### config.mk
export PLATFORM = sky130hd
export DESIGN_NAME = uart_rx_flat
export DESIGN_NICKNAME = d
export VERILOG_FILES = /design/src/rtl/uart_rx_if.sv /design/src/rtl/uart_rx.sv /design/src/flat_wrapper.sv
export SDC_FILE = /design/constraint.sdc
export NUM_CORES = 1
export LEC_CHECK = 0
export CAP_MARGIN = 20
export CORE_MARGIN = 2
export CORE_UTILIZATION = 55
export CTS_CLUSTER_SIZE = 14
export DETAILED_ROUTE_END_ITERATION = 8
export GPL_TIMING_DRIVEN = 0
export HOLD_SLACK_MARGIN = 0.1
export PLACE_DENSITY = 0.76
export SYNTH_ARGS = -nofsm -noshare
export SYNTH_HDL_FRONTEND = slang
export SYNTH_SLANG_ARGS = --single-unit
export TNS_END_PERCENT = 5
### constraint.sdc
create_clock -name clk_in -period 5.9 [get_ports clk_in]
set_clock_uncertainty 0.15 [all_clocks]
set_input_delay 1.475 -clock clk_in [delete_from_list [all_inputs] [get_ports clk_in]]
set_output_delay 1.475 -clock clk_in [all_outputs]
set_load 0.01 [all_outputs]
### src/rtl/uart_rx_if.sv
// Byte-side and line-side signals of the UART receiver.
// The receiver uses the master view; the line driver and byte consumer use the slave view.
interface uart_rx_if;
    logic       rx_in;
    logic [7:0] data_out;
    logic       valid_out;
    logic       ready_in;
    logic       frame_err_out;
    logic       overrun_out;
    logic       busy_out;

    modport master (
        input  rx_in,
        input  ready_in,
        output data_out,
        output valid_out,
        output frame_err_out,
        output overrun_out,
        output busy_out
    );

    modport slave (
        output rx_in,
        output ready_in,
        input  data_out,
        input  valid_out,
        input  frame_err_out,
        input  overrun_out,
        input  busy_out
    );
endinterface

### src/rtl/uart_rx.sv
// 8N1 UART receiver with mid-bit sampling and a valid/ready byte output.
// Flags framing errors (stop bit low) and overruns (byte dropped while one is unconsumed).
module uart_rx #(
    parameter int unsigned CLK_FREQ_HZ = 100_000_000,
    parameter int unsigned BAUD_RATE   = 115_200
) (
    input  logic      clk_in,
    input  logic      rst_n_in,
    uart_rx_if.master bus
);
    localparam int unsigned CPB = CLK_FREQ_HZ / BAUD_RATE;
    localparam int unsigned CW  = $clog2(CPB);

    localparam logic [CW-1:0] HALF_LAST = CW'(CPB / 2 - 1);
    localparam logic [CW-1:0] BIT_LAST  = CW'(CPB - 1);
    localparam logic [CW-1:0] SETTLE    = CW'(2);

    typedef enum logic [2:0] {
        StWaitIdle,
        StIdle,
        StStart,
        StData,
        StStop
    } state_e;

    state_e        r_state;
    logic [1:0]    r_sync;
    logic [CW-1:0] r_cnt;
    logic [2:0]    r_idx;
    logic [7:0]    r_shift;
    logic [7:0]    r_data;
    logic          r_valid;
    logic          r_frame_err;
    logic          r_overrun;
    logic          r_busy;
    logic          w_rxs;

    assign w_rxs = r_sync[1];

    always_ff @(posedge clk_in or negedge rst_n_in) begin
        if (!rst_n_in) begin
            r_sync      <= 2'b11;
            r_state     <= StWaitIdle;
            r_cnt       <= '0;
            r_idx       <= '0;
            r_shift     <= '0;
            r_data      <= '0;
            r_valid     <= 1'b0;
            r_frame_err <= 1'b0;
            r_overrun   <= 1'b0;
            r_busy      <= 1'b0;
        end else begin
            r_sync      <= {r_sync[0], bus.rx_in};
            r_frame_err <= 1'b0;
            r_overrun   <= 1'b0;
            if (r_valid && bus.ready_in) begin
                r_valid <= 1'b0;
            end

            case (r_state)
                // Three consecutive highs are required so the synchronizer's reset value
                // cannot be mistaken for an idle line when rx is held low at reset release.
                StWaitIdle: begin
                    if (w_rxs) begin
                        if (r_cnt == SETTLE) begin
                            r_state <= StIdle;
                            r_cnt   <= '0;
                        end else begin
                            r_cnt <= r_cnt + 1'b1;
                        end
                    end else begin
                        r_cnt <= '0;
                    end
                end
                StIdle: begin
                    if (!w_rxs) begin
                        r_state <= StStart;
                        r_cnt   <= '0;
                        r_busy  <= 1'b1;
                    end
                end
                StStart: begin
                    if (r_cnt == HALF_LAST) begin
                        r_cnt <= '0;
                        if (!w_rxs) begin
                            r_state <= StData;
                            r_idx   <= '0;
                        end else begin
                            r_state <= StIdle;
                            r_busy  <= 1'b0;
                        end
                    end else begin
                        r_cnt <= r_cnt + 1'b1;
                    end
                end
                StData: begin
                    if (r_cnt == BIT_LAST) begin
                        r_cnt   <= '0;
                        r_shift <= {w_rxs, r_shift[7:1]};
                        if (r_idx == 3'd7) begin
                            r_state <= StStop;
                        end else begin
                            r_idx <= r_idx + 3'd1;
                        end
                    end else begin
                        r_cnt <= r_cnt + 1'b1;
                    end
                end
                StStop: begin
                    if (r_cnt == BIT_LAST) begin
                        r_cnt  <= '0;
                        r_busy <= 1'b0;
                        if (w_rxs) begin
                            // Return at mid-stop so a back-to-back start edge is caught.
                            r_state <= StIdle;
                            if (!r_valid || bus.ready_in) begin
                                r_data  <= r_shift;
                                r_valid <= 1'b1;
                            end else begin
                                r_overrun <= 1'b1;
                            end
                        end else begin
                            r_frame_err <= 1'b1;
                            r_state     <= StWaitIdle;
                        end
                    end else begin
                        r_cnt <= r_cnt + 1'b1;
                    end
                end
                default: begin
                    r_state <= StWaitIdle;
                    r_cnt   <= '0;
                    r_busy  <= 1'b0;
                end
            endcase
        end
    end

    assign bus.data_out      = r_data;
    assign bus.valid_out     = r_valid;
    assign bus.frame_err_out = r_frame_err;
    assign bus.overrun_out   = r_overrun;
    assign bus.busy_out      = r_busy;
endmodule

### src/flat_wrapper.sv
// flat-port wrapper written by rule: the top's interface ports become plain ports
module uart_rx_flat 
#(
    parameter int unsigned CLK_FREQ_HZ = 100_000_000,
    parameter int unsigned BAUD_RATE   = 115_200
)
  (clk_in, rst_n_in, bus_rx_in, bus_ready_in, bus_data_out, bus_valid_out, bus_frame_err_out, bus_overrun_out, bus_busy_out);
  uart_rx_if bus_i ();
  input  logic clk_in;
  input  logic rst_n_in;
  input wire logic [$bits(bus_i.rx_in)-1:0] bus_rx_in;
  input wire logic [$bits(bus_i.ready_in)-1:0] bus_ready_in;
  output wire logic [$bits(bus_i.data_out)-1:0] bus_data_out;
  output wire logic [$bits(bus_i.valid_out)-1:0] bus_valid_out;
  output wire logic [$bits(bus_i.frame_err_out)-1:0] bus_frame_err_out;
  output wire logic [$bits(bus_i.overrun_out)-1:0] bus_overrun_out;
  output wire logic [$bits(bus_i.busy_out)-1:0] bus_busy_out;
  assign bus_i.rx_in = bus_rx_in;
  assign bus_i.ready_in = bus_ready_in;
  assign bus_data_out = bus_i.data_out;
  assign bus_valid_out = bus_i.valid_out;
  assign bus_frame_err_out = bus_i.frame_err_out;
  assign bus_overrun_out = bus_i.overrun_out;
  assign bus_busy_out = bus_i.busy_out;
  uart_rx #(.CLK_FREQ_HZ(CLK_FREQ_HZ), .BAUD_RATE(BAUD_RATE)) u_core (.clk_in(clk_in), .rst_n_in(rst_n_in), .bus(bus_i));
endmodule
==> reports/qor.yml, run 1 <==
sta:
  setup_viol: 0
  final_max_slew_viol_count: 0
  period_needed_ps: 2930
  max_freq_mhz: 342
  rsz0062_at_grt: "no"
  final.period_utilization_pct: 49.6
  hold_viol_final: 0
  holdWs_ps: 219
  post-route-worst-setup-slack_ps: 2970
  slew-limit-headroom_pct: 44.1
  worst_pin_slew_ps: 838
  fin_tns_setup_ps: 0
global_routing:
  antenna_found_initial: 0
  grt.overflow.total: 0
  grt_first_pass_wirelength_um: 6760
  grt.total_usage_pct: 21.4
  grt_max_degree: 39
  grt_pass1_vias: 1516
synth:
  ys_seq_elements: 38
  synth_edf_count: 0
  avgSynthCellArea_um2: 10.9
  synth_warnings: 0
  syn_nets: 188
  syn_inst: 179
  synth_top_flop_cell: "dfrtp_1"
  synthArstFlopShare_pct: 100
  yosysSeqAreaShare_pct: 49.0
  synth_area_mm2: 0.00194
  yosysUniqueCellTypes: 51
floorplan:
  die_area_mm2: 0.00403
  die_height_um: 63.5
  dieWidth_um: 63.5
  boundaryPins: 16
  core_area_mm2: 0.00336
  floorplan.initialDensity_pct: 57.8
  rows: 21
clocking:
  cts_tree: "yes"
  clk_pin_slew_ps: 110
  cts_root_buffer: "clkbuf_4"
  cts.htree.levels: 2
  cts_buffer_depth: 2
  cts_inserted_buffers: 5
  cts_hold_buf: 0
  cts_resized: 0
  insertion_delay_ps: 350
  cts_setup_buffers: 0
  clock-sinks: 38
finish:
  final_cell_mix: "dfrtp_1, nand2_1, mux2_2, nor2_1, clkdlybuf4s50_1"
  nNetsFinal: 210
  layout_commonest_cell: "dfrtp_1"
  final_layout_size_suffix_gt1_share_pct: 19.3
  syn2layout_area_growth_pct: 14.8
  antenna-diode-count: 0
detailed_routing:
  drt_iter0_drc: 84
  wl_per_cell_um: 15.2
  drtAntennaViolNets: 0
  viasPerCell: 6.00
  drt-total-wl_um: 3780
  drc: 0
  firstDrtPassIters: 4
  vias: 1488
flow_run:
  maxCapViolCount: 0
power:
  powerDensity_mw_per_mm2: 328
  ir_worst_vdd_mv: 0.244
  leakage_nw: 1.04
critical_path:
  path_max_fanout: 4
  criticalPathCategory: "flip-flop to primary output"
  r2r_end: "u_core.r_cnt[3]"
  critical-path-top-delay-family: "buffers and inverters"
  crit_arrival_ps: 1300
  slowest_stage: "clkdlybuf4s50_1"
  crit_chain: "clkdlybuf4s50_1"
  required_ps: 4280
  r2r_setup_slack_ps: 3540
  reg2reg_depth: 6
  reg2reg_from: "u_core.r_cnt[2]"
  startpoint_type: "flip-flop"
  critPathBufInv: 1
  crit_path_max_incr_delay_ps: 550
  critPathCaptureType: "primary output"
min_path:
  min_delay_worst_endpoint: "u_core.r_sync[1]"
  min_path_cells: 0
  min_from: "u_core.r_sync[0]"
  hold_path_class: "flip-flop to flip-flop"
outcome:
  status: "finished, final reports clean"
placement:
  place.gp.congestion: 0.798
  io_buffers: 15
  dp_hpwl_um: 2720
  pre_cts_ws_ps: 2630
==> synth_stat cells (all sizes together), types with 2 or more instances <==
master / instances / area share [%]
o21ai: 12 / 3.1
dfstp: 2 / 2.7
clkbuf: 2 / 0.39
nor2: 14 / 2.7
mux2: 17 / 9.8
dfrtp: 36 / 46
a41o: 2 / 1.0
nand2: 16 / 3.1
or3b: 2 / 0.90
a21oi: 4 / 1.0
o22a: 3 / 1.4
a21o: 3 / 1.2
ha: 5 / 3.2
buf: 6 / 1.9
nor3: 6 / 1.8
nand3: 7 / 1.8
nand2b: 3 / 0.97
nor4: 4 / 2.1
o31ai: 2 / 0.77
nor2b: 4 / 1.3
a22o: 3 / 1.4
a31oi: 2 / 0.64
inv: 3 / 0.58
==> how the worst max path moves through the flow <==
stage | start | end | cells past startpoint
2_1_floorplan | bus_ready_in | u_core.bus.data_out[0] | 3
3_3_place_gp | rst_n_in | u_core.bus.data_out[6] | 1
3_5_place_dp | bus_ready_in | u_core.bus.data_out[7] | 4
4_1_cts | u_core.bus.busy_out | bus_busy_out | 1
5_1_grt | u_core.bus.busy_out | bus_busy_out | 1
6_report | u_core.bus.busy_out | bus_busy_out | 1
==> kinds of logic (layout without fill, tap and decap cells) <==
kind of cell / after synthesis / after routing / share of synthesized area (%)
buffers and inverters: 11 / 34 / 2.90
DFF: 38 / 38 / 49.0
adders and majority gates: 5 / 5 / 3.22
AOI/OAI and AO/OA: 39 / 39 / 14.3
muxes: 18 / 18 / 10.4
and+or+nand+nor: 68 / 68 / 20.2
==> registers in the layout, summed over array words and instances, names as in the netlist <==
| name | cells |
|---|---|
| u_core.r_cnt | 10 |
| u_core.bus.data_out | 8 |
| u_core.r_shift | 8 |
| u_core.r_idx | 3 |
| u_core.r_state | 3 |
| u_core.r_sync | 2 |
| u_core.bus.busy_out | 1 |
| u_core.bus.frame_err_out | 1 |
| u_core.bus.overrun_out | 1 |
| u_core.bus.valid_out | 1 |
==> where the power goes <==
group | internal (mW) | switching [mW]
Clock | 0.101 | 0.0831
Combinational | 0.0983 | 0.146
Sequential | 0.280 | 0.0248
==> final cells by class <==
| cell class | instances | area [µm²] |
|---|---|---|
| multi-input cells | 130 | 935 |
| clock inverters | 1 | 30.0 |
| flip-flops and latches | 38 | 953 |
| well taps | 46 | 57.6 |
| plain buffers | 8 | 45.0 |
| repair buffers | 15 | 145 |
| fillers | 288 | 1130 |
| inverters | 3 | 11.3 |
| clock buffers | 7 | 55.1 |
==> per-layer routing <==
metal / GRT usage [%] / share of wire [%] / vias up
li1: - / - / 701
met1: 27.0 / 43 / 734
met2: 35.3 / 50 / 46
met3: 4.64 / 5.4 / 7
met4: 9.78 / 1.5 / 0
met5: 0 / 0 / -
==> stage by stage <==
stage               std cells  power [mW]  utilization, %  instance area, µm²
floorplan                 179       0.489               -                1940
finish                    248       0.733            66.4                2230
detailed placement        240       0.551            63.8                2150
global route              248       0.780            66.4                2230
global placement          240       0.539            64.0                2150
CTS                       248       0.736            66.4                2230
Note: power is estimated with default switching activity, not from simulation.
==> run 2: changes to the inputs <==
--- a/config.mk
+++ b/config.mk
@@ -7,12 +7,12 @@
 export LEC_CHECK = 0
 export CAP_MARGIN = 20
 export CORE_MARGIN = 2
-export CORE_UTILIZATION = 55
+export CORE_UTILIZATION = 51
 export CTS_CLUSTER_SIZE = 14
 export DETAILED_ROUTE_END_ITERATION = 8
 export GPL_TIMING_DRIVEN = 0
 export HOLD_SLACK_MARGIN = 0.1
-export PLACE_DENSITY = 0.76
+export PLACE_DENSITY = 0.74
 export SYNTH_ARGS = -nofsm -noshare
 export SYNTH_HDL_FRONTEND = slang
 export SYNTH_SLANG_ARGS = --single-unit
==> constraint.sdc (replaced) <==
create_clock -name clk_in -period 2.6 [get_ports clk_in]
set_clock_uncertainty 0.15 [all_clocks]
set_input_delay 0.65 -clock clk_in [delete_from_list [all_inputs] [get_ports clk_in]]
set_output_delay 0.65 -clock clk_in [all_outputs]
set_load 0.01 [all_outputs]
==> run 2 against run 1 <==
Effect of this change: wire length is 6.1% lower; critical endpoint is now u_core.r_cnt[3]; sequential share of layout area shrank 0.57 points; critical path depth is 5 higher; via count fell by 4.6%; design area rose by 1.3%; sequential cell count did not move; cell count up 0.40%; largest cell class unchanged; clock-buffer cell count is 1 lower.
==> reports/qor.yml, run 2 (synthesis results as in run 1) <==
detailed_routing:
  drc: 0
  drt-total-wl_um: 3550
  viasPerCell: 5.70
  drtAntennaViolNets: 0
  drt_iter0_drc: 68
  vias: 1419
  wl_per_cell_um: 14.3
  firstDrtPassIters: 4
floorplan:
  die_height_um: 65.7
  core_area_mm2: 0.00366
  dieWidth_um: 65.7
  boundaryPins: 16
  die_area_mm2: 0.00432
  rows: 22
  floorplan.initialDensity_pct: 53.1
placement:
  place.gp.congestion: 0.860
  pre_cts_ws_ps: 123
  dp_hpwl_um: 2600
  placed_cells: 242
  io_buffers: 15
critical_path:
  startpoint_type: "flip-flop"
  path_max_fanout: 10
  crit_arrival_ps: 2330
  cp-startpoint: "u_core.r_cnt[3]"
  crit_chain: "nor4_4 -> a31oi_1 -> nor3_2 -> buf_4 -> nor2_1 -> a211o_1"
  reg2reg_from: "u_core.r_cnt[3]"
  slowest_stage: "dfrtp_1"
  required_ps: 2610
  critPathBufInv: 1
  criticalPathCategory: "flip-flop to flip-flop"
  critical-path-top-delay-family: "simple AND/OR/NAND/NOR gates"
  critPathCaptureType: "flip-flop"
  crit_path_max_incr_delay_ps: 470
clocking:
  clock-sinks: 38
  cts.htree.levels: 2
  insertion_delay_ps: 280
  cts_resized: 0
  cts_inserted_buffers: 5
  cts_hold_buf: 0
  cts_root_buffer: "clkbuf_8"
  clk_pin_slew_ps: 60
  cts_tree: "yes"
  cts_setup_buffers: 0
  cts_buffer_depth: 2
global_routing:
  grt_pass1_vias: 1411
  grt_first_pass_wirelength_um: 6300
  grt_max_degree: 39
  antenna_found_initial: 0
  grt.total_usage_pct: 18.9
  grt.overflow.total: 0
finish:
  largest_register: "u_core.r_cnt"
  nNetsFinal: 210
  antenna-diode-count: 0
  syn2layout_area_growth_pct: 16.3
  final_layout_size_suffix_gt1_share_pct: 19.4
  largest_reg_flops: 10
  instances_no_fill: 249
  final_util_pct: 61.8
  final_cell_mix: "dfrtp_1, nand2_1, mux2_2, nor2_1, clkdlybuf4s50_1"
  layout_commonest_cell: "dfrtp_1"
sta:
  final_max_slew_viol_count: 0
  hold_viol_final: 0
  max_freq_mhz: 432
  final.period_utilization_pct: 89.1
  holdWs_ps: 209
  rsz0062_at_grt: "no"
  period_needed_ps: 2320
  worst_pin_slew_ps: 819
  setup_viol: 0
  slew-limit-headroom_pct: 45.4
  post-route-worst-setup-slack_ps: 283
flow_run:
  maxCapViolCount: 0
min_path:
  min_from: "u_core.r_sync[0]"
  hold_path_class: "flip-flop to flip-flop"
power:
  power_mw: 1.73
  ir_worst_vdd_mv: 0.469
  leakage_nw: 1.05
  powerDensity_mw_per_mm2: 763
outcome:
  status: "finished, final reports clean"
## run 2: cell type report
class,instances,area (µm²)
sequential,38,953
tap,48,60.1
clock buffer,6,82.6
inverter,3,11.3
timing repair buffer,15,145
clock inverter,1,30.0
buffer,8,45.0
multi-input combinational,130,935
fill,315,1400
## run 2: per-layer routing
metal	vias to the layer above	track usage [%]	share of wire [%]
li1	700	-	-
met1	695	24.5	47
met2	20	31.3	50
met3	4	4.28	2.9
met4	0	5.73	0.87
met5	-	0	0
## run 2: path summary, 6_finish.rpt
path	end	slack, ps	depth (start not counted)
max in group asynchronous	u_core.r_cnt[3]	1460	1
max	u_core.r_cnt[3]	280	6
min	u_core.r_sync[1]	210	0
max reg2reg	u_core.r_cnt[3]	280	6
min in group asynchronous	u_core.bus.valid_out	310	1
min reg2reg	u_core.r_sync[1]	210	0
## run 2: per-stage QoR
step	instance area [µm²]	TNS, ps
final	2260	0
after global routing	2260	0
after CTS	2260	0
after detailed placement	2150	0
after global placement	2150	-1750
after floorplan	1940	0
## run 2: where the power goes
part | switching [mW] | total [mW] | internal, mW
Combinational | 0.320 | 0.542 | 0.222
Sequential | 0.0533 | 0.689 | 0.635
Clock | 0.190 | 0.497 | 0.307
Total | 0.563 | 1.73 | 1.16
==> run 3: changes to the inputs <==
--- a/config.mk
+++ b/config.mk
@@ -11,8 +11,9 @@
 export CTS_CLUSTER_SIZE = 14
 export DETAILED_ROUTE_END_ITERATION = 8
 export GPL_TIMING_DRIVEN = 0
-export HOLD_SLACK_MARGIN = 0.1
 export PLACE_DENSITY = 0.74
+export SETUP_SLACK_MARGIN = 0.02
+export SLEW_MARGIN = 20
 export SYNTH_ARGS = -nofsm -noshare
 export SYNTH_HDL_FRONTEND = slang
 export SYNTH_SLANG_ARGS = --single-unit
==> run 3 against run 2 <==
Effect of this change: combinational power about the same; first-iteration DRC count down 8.8%; critical path depth unchanged; highest routed layer unchanged; sequential share of layout area down 0.19 points; core utilization up 0.27 points; worst hold slack worse by 71 ps; clock-buffer cell count unchanged; total power down 4.2%; clock power down 15%.
==> reports/qor.yml, run 3 (synthesis results as in run 1) <==
power:
  p_clk_share_pct: 25.5
  netSwitchingPower_uw: 580
  combPwrFrac_pct: 32.9
  sequentialPowerShare_pct: 41.5
  powerDensity_mw_per_mm2: 728
  internal_power_mw: 1.07
  leakage_nw: 1.05
  p_sw_share_pct: 35.0
  power_mw: 1.65
  ir_worst_vdd_mv: 0.510
floorplan:
  rows: 22
  die_area_mm2: 0.00432
  floorplan.initialDensity_pct: 53.1
  die_height_um: 65.7
  boundaryPins: 16
  core_area_mm2: 0.00366
  dieWidth_um: 65.7
sta:
  final.period_utilization_pct: 89.2
  worst_pin_slew_ps: 593
  setup_viol: 0
  holdWs_ps: 138
  period_needed_ps: 2320
  final_max_slew_viol_count: 0
  slew-limit-headroom_pct: 60.3
  max_freq_mhz: 431
  hold_viol_final: 0
  rsz0062_at_grt: "no"
finish:
  largest_reg_flops: 10
  final_cell_mix: "dfrtp_1, nand2_1, mux2_2, nor2_1, clkdlybuf4s50_1"
  final_layout_size_suffix_gt1_share_pct: 20.2
  antenna-diode-count: 0
  syn2layout_area_growth_pct: 16.9
  nNetsFinal: 211
  layout_commonest_cell: "dfrtp_1"
  largest_register: "u_core.r_cnt"
clocking:
  cts_root_buffer: "clkbuf_8"
  cts_hold_buf: 0
  insertion_delay_ps: 290
  clock-sinks: 38
  clk_pin_slew_ps: 80
  cts_tree: "yes"
  cts_buffer_depth: 2
  cts.htree.levels: 2
  cts_resized: 0
  cts_setup_buffers: 0
  cts_inserted_buffers: 5
critical_path:
  path_max_fanout: 10
  required_ps: 2620
  criticalPathCategory: "flip-flop to flip-flop"
  critPathCaptureType: "flip-flop"
  startpoint_type: "flip-flop"
  crit_arrival_ps: 2340
  r2r_setup_slack_ps: 280
detailed_routing:
  firstDrtPassIters: 4
  drt_iter0_drc: 62
  wl_per_cell_um: 14.5
  vias: 1443
  viasPerCell: 5.75
  drt-total-wl_um: 3650
  drtAntennaViolNets: 0
  drc: 0
min_path:
  hold_path_class: "primary input to asynchronous set/reset pin"
global_routing:
  grt_pass1_vias: 1465
  grt.overflow.total: 0
  antenna_found_initial: 0
  grt.total_usage_pct: 19.5
  grt_first_pass_wirelength_um: 6530
  grt_max_degree: 23
flow_run:
  maxCapViolCount: 0
placement:
  place.gp.congestion: 0.860
  io_buffers: 15
  dp_hpwl_um: 2700
outcome:
  status: "finished, final reports clean"
## run 3: cell count changes in the layout (fill, tap and decap cells not counted), sizes merged
cell,change
clkinvlp,+1
bufinv,-1
buf,+1
clkinv,+1
## run 3: path summary, 6_finish.rpt
| path | start | endpoint | cells past startpoint |
|---|---|---|---|
| max in group asynchronous | rst_n_in | u_core.r_sync[1] | 2 |
| min in group clk_in | u_core.r_sync[0] | u_core.r_sync[1] | 0 |
| min | rst_n_in | u_core.bus.valid_out | 1 |
| min reg2reg | u_core.r_sync[0] | u_core.r_sync[1] | 0 |
| max | u_core.r_cnt[3] | u_core.r_cnt[3] | 6 |
| max reg2reg | u_core.r_cnt[3] | u_core.r_cnt[3] | 6 |
## run 3: layout make-up
cell class	instances	area (µm²)
Fill cell	308	1390
Sequential cell	38	953
Clock buffer	6	82.6
Timing Repair Buffer	16	173
Buffer	8	45.0
Tap cell	48	60.1
Clock inverter	2	12.5
Inverter	3	11.3
Multi-Input combinational cell	130	935
## run 3: through the flow
step | setup slack [ps] | area, µm² | TNS (ps) | util (%) | cells
final | 281 | 2270 | 0 | 62.1 | 251
after global routing | 87.6 | 2270 | 0 | 62.1 | 251
after CTS | 269 | 2270 | 0 | 62.1 | 251
after detailed placement | 128 | 2180 | 0 | 59.5 | 243
after global placement | -49.7 | 2150 | -1750 | 58.9 | 242
after floorplan | 475 | 1940 | 0 | - | 179
## run 3: worst max-delay path, cell delays in order, from the launching register on
cell and delay, ps:
dfrtp_1 470, nor4_4 430, a31oi_1 160, nor3_2 460, buf_4 260, nor2_1 60, a211o_1 220
## run 3: power groups by stage
stage	Clock [mW]	Sequential [mW]	Combinational, mW
after floorplan	0	0.689	0.421
after global placement	0	0.695	0.521
after detailed placement	0	0.698	0.546
after CTS	0.434	0.686	0.547
after global routing	0.454	0.694	0.616
final	0.422	0.687	0.545
## run 3: per-layer routing
| metal | part of all wire (%) | vias to the layer above | global-route usage [%] | wire length [µm] |
|---|---|---|---|---|
| li1 | - | 705 | - | - |
| met3 | 3.2 | 4 | 4.79 | 116 |
| met2 | 50 | 25 | 32.3 | 1840 |
| met5 | 0 | - | 0 | 0 |
| met1 | 45 | 709 | 24.9 | 1660 |
| met4 | 0.99 | 0 | 6.25 | 36 |
